==> src/rtl/store_buffer.sv <==
// -----------------------------------------------------------------------------
// store_buffer
//
// Circular FIFO of formatted stores between the MEM stage and the data memory
// port. Each accepted store records its word address, its byte-replicated
// data, and a strobe. The strobe is the lane-0-based enable rotated onto the
// real byte lanes by the low address bits. The head entry is presented to
// memory over a req/ack handshake, one entry at a time. A load-address probe
// reports whether any pending store covers the same word, so the pipeline can
// stall that load until the store drains.
//
// Optional feature macro: STORE_MERGE_EN
//   When defined, a store to the same word as the tail-most valid entry is
//   merged into that entry instead of allocating a new one. The merge is not
//   done when that entry is the head currently being requested.
//   When undefined, every non-zero store allocates a new entry.
//
// Parameters
//   DEPTH     number of entries (power of two, >= 2)
//
// Ports
//   clk       clock, all state updates on the rising edge
//   rst       synchronous active-high reset
//   st_valid  store presented this cycle
//   st_ready  buffer can accept a store (= !full)
//   st_addr   store byte address
//   st_data   store data, already byte/half replicated
//   st_we     lane-0-based byte enable (0001 sb, 0011 sh, 1111 sw, 0000 none)
//   ld_valid  load address valid this cycle
//   ld_addr   load byte address
//   ld_hit    a pending store covers the load's word (combinational)
//   mem_req   head entry presented to memory
//   mem_addr  head word address, byte-aligned
//   mem_wdata head data
//   mem_wstrb head byte strobe
//   mem_ack   memory accepted the head entry this cycle
//   empty     no valid entries
//   count     number of valid entries
// -----------------------------------------------------------------------------
module store_buffer #(
  parameter int DEPTH = 4
) (
  input  logic                       clk,
  input  logic                       rst,
  input  logic                       st_valid,
  output logic                       st_ready,
  input  logic [31:0]                st_addr,
  input  logic [31:0]                st_data,
  input  logic [3:0]                 st_we,
  input  logic                       ld_valid,
  input  logic [31:0]                ld_addr,
  output logic                       ld_hit,
  output logic                       mem_req,
  output logic [31:0]                mem_addr,
  output logic [31:0]                mem_wdata,
  output logic [3:0]                 mem_wstrb,
  input  logic                       mem_ack,
  output logic                       empty,
  output logic [$clog2(DEPTH):0]     count
);

  localparam int AW = $clog2(DEPTH);
  localparam logic [AW:0] FULL_COUNT = (AW+1)'(DEPTH);

  // Queue state
  logic [AW-1:0]    head_q;
  logic [AW-1:0]    tail_q;
  logic [AW:0]      count_q;
  logic [DEPTH-1:0] valid_q;

  // Entry storage
  logic [29:0]      addr_q [DEPTH];
  logic [31:0]      data_q [DEPTH];
  logic [3:0]       strb_q [DEPTH];

  logic [3:0]       new_strb;
  logic             full;
  logic             accept;
  logic             merge;
  logic             alloc;
  logic             deq;
  logic             unused_ok;

  // The load only probes at word granularity.
  assign unused_ok = &{1'b0, ld_addr[1:0]};

  // Rotate the lane-0-based enable onto the addressed lanes. Bits shifted past
  // lane 3 are dropped, because misalignment is trapped upstream.
  always_comb begin
    new_strb = st_we;
    case (st_addr[1:0])
      2'd0: new_strb = st_we;
      2'd1: new_strb = {st_we[2:0], 1'b0};
      2'd2: new_strb = {st_we[1:0], 2'b00};
      2'd3: new_strb = {st_we[0], 3'b000};
      default: new_strb = st_we;
    endcase
  end

  assign full     = (count_q == FULL_COUNT);
  assign empty    = (count_q == '0);
  assign count    = count_q;
  assign st_ready = !full;
  assign mem_req  = !empty;

  // Stores with an all-zero enable are accepted but dropped.
  assign accept   = st_valid && st_ready && (st_we != 4'b0000);
  assign deq      = mem_req && mem_ack;

`ifdef STORE_MERGE_EN
  logic [AW-1:0] last_idx;
  assign last_idx = tail_q - 1'b1;
  // Merge only into the youngest entry, and never into the head while it is
  // being requested, because memory may be latching its fields.
  assign merge = accept && !empty && valid_q[last_idx] &&
                 (addr_q[last_idx] == st_addr[31:2]) &&
                 !((last_idx == head_q) && mem_req);
`else
  assign merge = 1'b0;
`endif

  assign alloc = accept && !merge;

  // Pointers, occupancy and valid bits
  always_ff @(posedge clk) begin
    if (rst) begin
      head_q  <= '0;
      tail_q  <= '0;
      count_q <= '0;
      valid_q <= '0;
    end else begin
      // NOTE: non-blocking assignments keep every update in this block working
      // on the pre-edge state, so a simultaneous enqueue and dequeue is
      // order-independent.
      // head and tail only coincide when the buffer is empty or full. Neither
      // case allows both an alloc and a deq, so the two valid_q writes never
      // hit the same bit.
      if (deq) begin
        valid_q[head_q] <= 1'b0;
        head_q          <= head_q + 1'b1;
      end
      if (alloc) begin
        valid_q[tail_q] <= 1'b1;
        tail_q          <= tail_q + 1'b1;
      end
      count_q <= count_q + (AW+1)'(alloc) - (AW+1)'(deq);
    end
  end

  // NOTE: the entry payload is deliberately left out of reset. Only valid_q and
  // the pointers qualify it, so resetting wide storage would just cost area.
  always_ff @(posedge clk) begin
    if (alloc) begin
      addr_q[tail_q] <= st_addr[31:2];
      data_q[tail_q] <= st_data;
      strb_q[tail_q] <= new_strb;
    end
`ifdef STORE_MERGE_EN
    else if (merge) begin
      strb_q[last_idx] <= strb_q[last_idx] | new_strb;
      for (int b = 0; b < 4; b++) begin
        if (new_strb[b]) data_q[last_idx][8*b +: 8] <= st_data[8*b +: 8];
      end
    end
`endif
  end

  // The head fields are gated by mem_req. This keeps the port at zero while
  // the buffer is empty, including straight after reset.
  assign mem_addr  = mem_req ? {addr_q[head_q], 2'b00} : 32'h0;
  assign mem_wdata = mem_req ? data_q[head_q]          : 32'h0;
  assign mem_wstrb = mem_req ? strb_q[head_q]          : 4'h0;

  // A store being enqueued this cycle is not yet in valid_q, so it is not
  // checked.
  always_comb begin
    ld_hit = 1'b0;
    for (int i = 0; i < DEPTH; i++) begin
      if (ld_valid && valid_q[i] && (addr_q[i] == ld_addr[31:2])) ld_hit = 1'b1;
    end
  end

endmodule

==> config.mk <==
export PLATFORM = sky130hd
export DESIGN_NAME = store_buffer
export DESIGN_NICKNAME = d
export VERILOG_FILES = /design/src/rtl/store_buffer.sv
export SDC_FILE = /design/constraint.sdc
export NUM_CORES = 1
export LEC_CHECK = 0
export ABC_AREA = 1
export CORE_AREA = 5 5 156 158
export DETAILED_ROUTE_END_ITERATION = 8
export DIE_AREA = 0 0 161 163
export DONT_BUFFER_PORTS = 1
export GPL_ROUTABILITY_DRIVEN = 0
export GPL_TIMING_DRIVEN = 1
export HOLD_SLACK_MARGIN = 0.06
export PLACE_DENSITY = 0.71
export RECOVER_POWER = 50
export SYNTH_ARGS = -nofsm -noshare
export SYNTH_HDL_FRONTEND = slang
export SYNTH_SLANG_ARGS = --single-unit
==> constraint.sdc <==
create_clock -name clk -period 2.9 [get_ports clk]
set_input_delay 0 -clock clk [delete_from_list [all_inputs] [get_ports clk]]
set_output_delay 0 -clock clk [all_outputs]
set_load 0.01 [all_outputs]
==> reports/qor.csv <==
stage;metric;value;unit
status;status;complete, no violations;
final_layout;final_area;14800;um2
timing;max_freq;0.361;GHz
timing;finalCritPeriodShare;95.5;%
timing;final_hold_viol_count;0;
power;switching_share;35.9;%
final_layout;area_growth;15.0;%
power;powerDensity;830;nW/um2
timing;worst_pin_slew;1.16;ns
drt;wl;33700;um
final_layout;final_common_cell;nand2_1;
power;power_switching;4410;uW
final_layout;final_cell_mix;nand2_1 (274), edfxtp_1 (264), nor2_1 (248), o21ai_0 (172), inv_1 (129);
drt;final_antenna_net_count;0;
setup_path;worst_setup_path_start_kind;flip-flop;
clock_tree;cts_tree;built;
timing;drv_slew;0;
placement;place_area;13100;um2
logic_synthesis;ys_seq_area_share;63.6;%
grt;antenna_found_initial;2;
clock_tree;clock_latency;0.56;ns
run;maxCapViolCount;0;
grt;grt_pass1_vias;9444;
power;internal-power;7890;uW
drt;vias;9624;
logic_synthesis;synth_top_area_cell;edfxtp_1;
logic_synthesis;yosysUniqueCellTypes;26;
timing;relSlewSlack;22.9;%
logic_synthesis;mappedNetlistArea;12900;um2
clock_tree;cts.reportedPaths.clkPinSlew;0.06;ns
logic_synthesis;synth-seq-cells;277;
logic_synthesis;synth_top_area_share;61.5;%
worst_hold_path;min_path_type;in -> reg;
logic_synthesis;syn_inst;1336;
drt;routedWlPerCell;19.6;um
placement;dp_hpwl;20800;um
drt;vias_per_cell;5.60;
power;leakage;0.00575;uW
die;die_area;26200;um2
timing;final.min_clock_period;2.77;ns
clock_tree;clock-sinks;277;
die;die_y;163;um
placement;dpl.cell_count;1590;
grt;grt_max_degree;119;
clock_tree;cts-root-buf;clkbuf_16;
power;clkPwrFrac;29.3;%
clock_tree;cts_made_buffers;29;
final_layout;fillers;1809;
power;peakVddDrop;744;uV
clock_tree;clockBufferDepth;3;
die;core;23000;um2
timing;rsz0062_at_grt;false;
power;p_total;12300;uW
grt;grt_pass1_wl;51400;um
grt;gr-total-overflow;0;
placement;port_buffers;0;
die;start_util;56.1;%
die;rows;56;
die;ios;180;
die;dieWidth;161;um
timing;setup_viol;0;
logic_synthesis;synth.area.top_cells;edfxtp_1 (62%), nand2_1 (8.0%), nor2_1 (7.2%), o21ai_0 (6.7%), a21oi_1 (4.8%);
power;p_seq_share;41.7;%
drt;drt_first_pass_iters;5;
drt;drtIter0Drc;822;
timing;tns;0;ns
drt;route.detailed.drc;0;
setup_path;end_kind;flip-flop;
power;combPwrFrac;29.0;%
setup_path;cp_data_required_time;3.34;ns
logic_synthesis;syn_avg_cell_area;9.64;um2
clock_tree;htreeDepth;1;
final_layout;nNetsFinal;1524;
setup_path;worst-path-max-fanout;5;
timing;fin_worst_skew;0.0254;ns
final_layout;multi_input_area;3910;um2
logic_synthesis;yosysWarningCount;0;
final_layout;seq_area;8190;um2
final_layout;drive_gt1_share;4.55;%
final_layout;stdcell_count;1720;
setup_path;cp.arrival;3.21;ns
grt;grtUsageTotal;25.2;%
setup_path;path_class;reg -> reg;
final timing paths:
kind / cells past startpoint / from / slack [ns] / to
max reg2reg: 10 / count[1] / 0.13 / count[1]
min reg2reg: 2 / valid_q[2] / 0.47 / valid_q[2]
max: 10 / count[1] / 0.13 / count[1]
min: 1 / st_addr[28] / 0.15 / addr_q[3][26]
power by group through the flow:
| stage | Combinational, uW | Clock [uW] | Sequential (uW) |
|---|---|---|---|
| 3_3_place_gp | 3380 | 0 | 5190 |
| 2_1_floorplan | 2550 | 0 | 5120 |
| 3_5_place_dp | 3420 | 0 | 5200 |
| 6_report | 3570 | 3610 | 5130 |
| 5_1_grt | 3940 | 3820 | 5170 |
| 4_1_cts | 3580 | 3630 | 5120 |
cell usage after synthesis:
master and number:
buf_6 6, a21oi_1 123, conb_1 1, buf_1 2, nand2_2 1, nand3_1 11, ha_1 10, o311ai_0 1
edfxtp_1 264, nor2_1 248, buf_4 3, xor2_1 9, nand2_1 274, o21ai_1 1, xnor2_1 11, nand4_1 1
buf_2 21, nor3_4 1, inv_2 4, o211ai_1 7, inv_1 131, fa_1 1, clkbuf_2 1, clkbuf_1 19
o21ai_0 172, dfxtp_1 13
worst max-delay path, cell delays in order (launching register included):
cell	delay, ns
dfxtp_1	0.55
nor2_1	0.10
nand2_1	0.15
nand3_1	0.16
ha_1	0.33
inv_1	0.07
ha_1	0.13
inv_1	0.05
fa_1	0.50
nor2_1	0.05
dlygate4sd3_1	0.57
sequential cells by signal, summed over array words and instances, names as in the netlist, named ones only:
name,cells
head_q,2
addr_q,120
data_q,128
valid_q,4
strb_q,16
tail_q,2
count,3
layer usage:
metal,track usage (%),routed length (um),vias up
met3,6.23,3340,77
met4,8.80,1230,2
li1,-,-,4603
met2,44.7,16800,441
met1,30.2,12300,4501
met5,0,13,-
logic make-up (layout without fill, tap and decap cells):
group           Yosys count  after routing  share of synthesized area, %
xor+xnor                 20             20                          1.36
compound gates          304            304                          12.0
flops                   277            277                          63.6
other cells               1              3                        0.0291
fa+ha+maj                11             11                          1.13
simple gates            536            536                          15.9
buf+inv                 187            279                          6.10
area by class of cell:
type                            count  share of cell area, %
Multi-Input combinational cell    873                   26.4
Tap cell                          290                   2.45
Clock buffer                       38                   5.12
Timing Repair Buffer               92                   6.22
Clock inverter                     14                   1.07
Antenna cell                        1                 0.0169
Sequential cell                   277                   55.3
Inverter                          135                   3.43
per-stage QoR:
step,worst slack [ns],hold WS [ns],utilization [%]
2_1_floorplan,0.122,0.0667,-
3_3_place_gp,0.647,0.0673,57.2
3_5_place_dp,0.619,0.0717,57.2
4_1_cts,0.162,0.129,64.5
5_1_grt,0.0283,0.146,64.5
6_report,0.132,0.145,64.5
timing repair:
action                     in CTS  in global routing
setup endpoints to repair       0                  7
gates resized for setup         0                  1
buffers inserted                0                  0
hold endpoints to repair      277                  0
hold buffers                   77                  0
No activity file was read; power rests on OpenSTA's default activity.
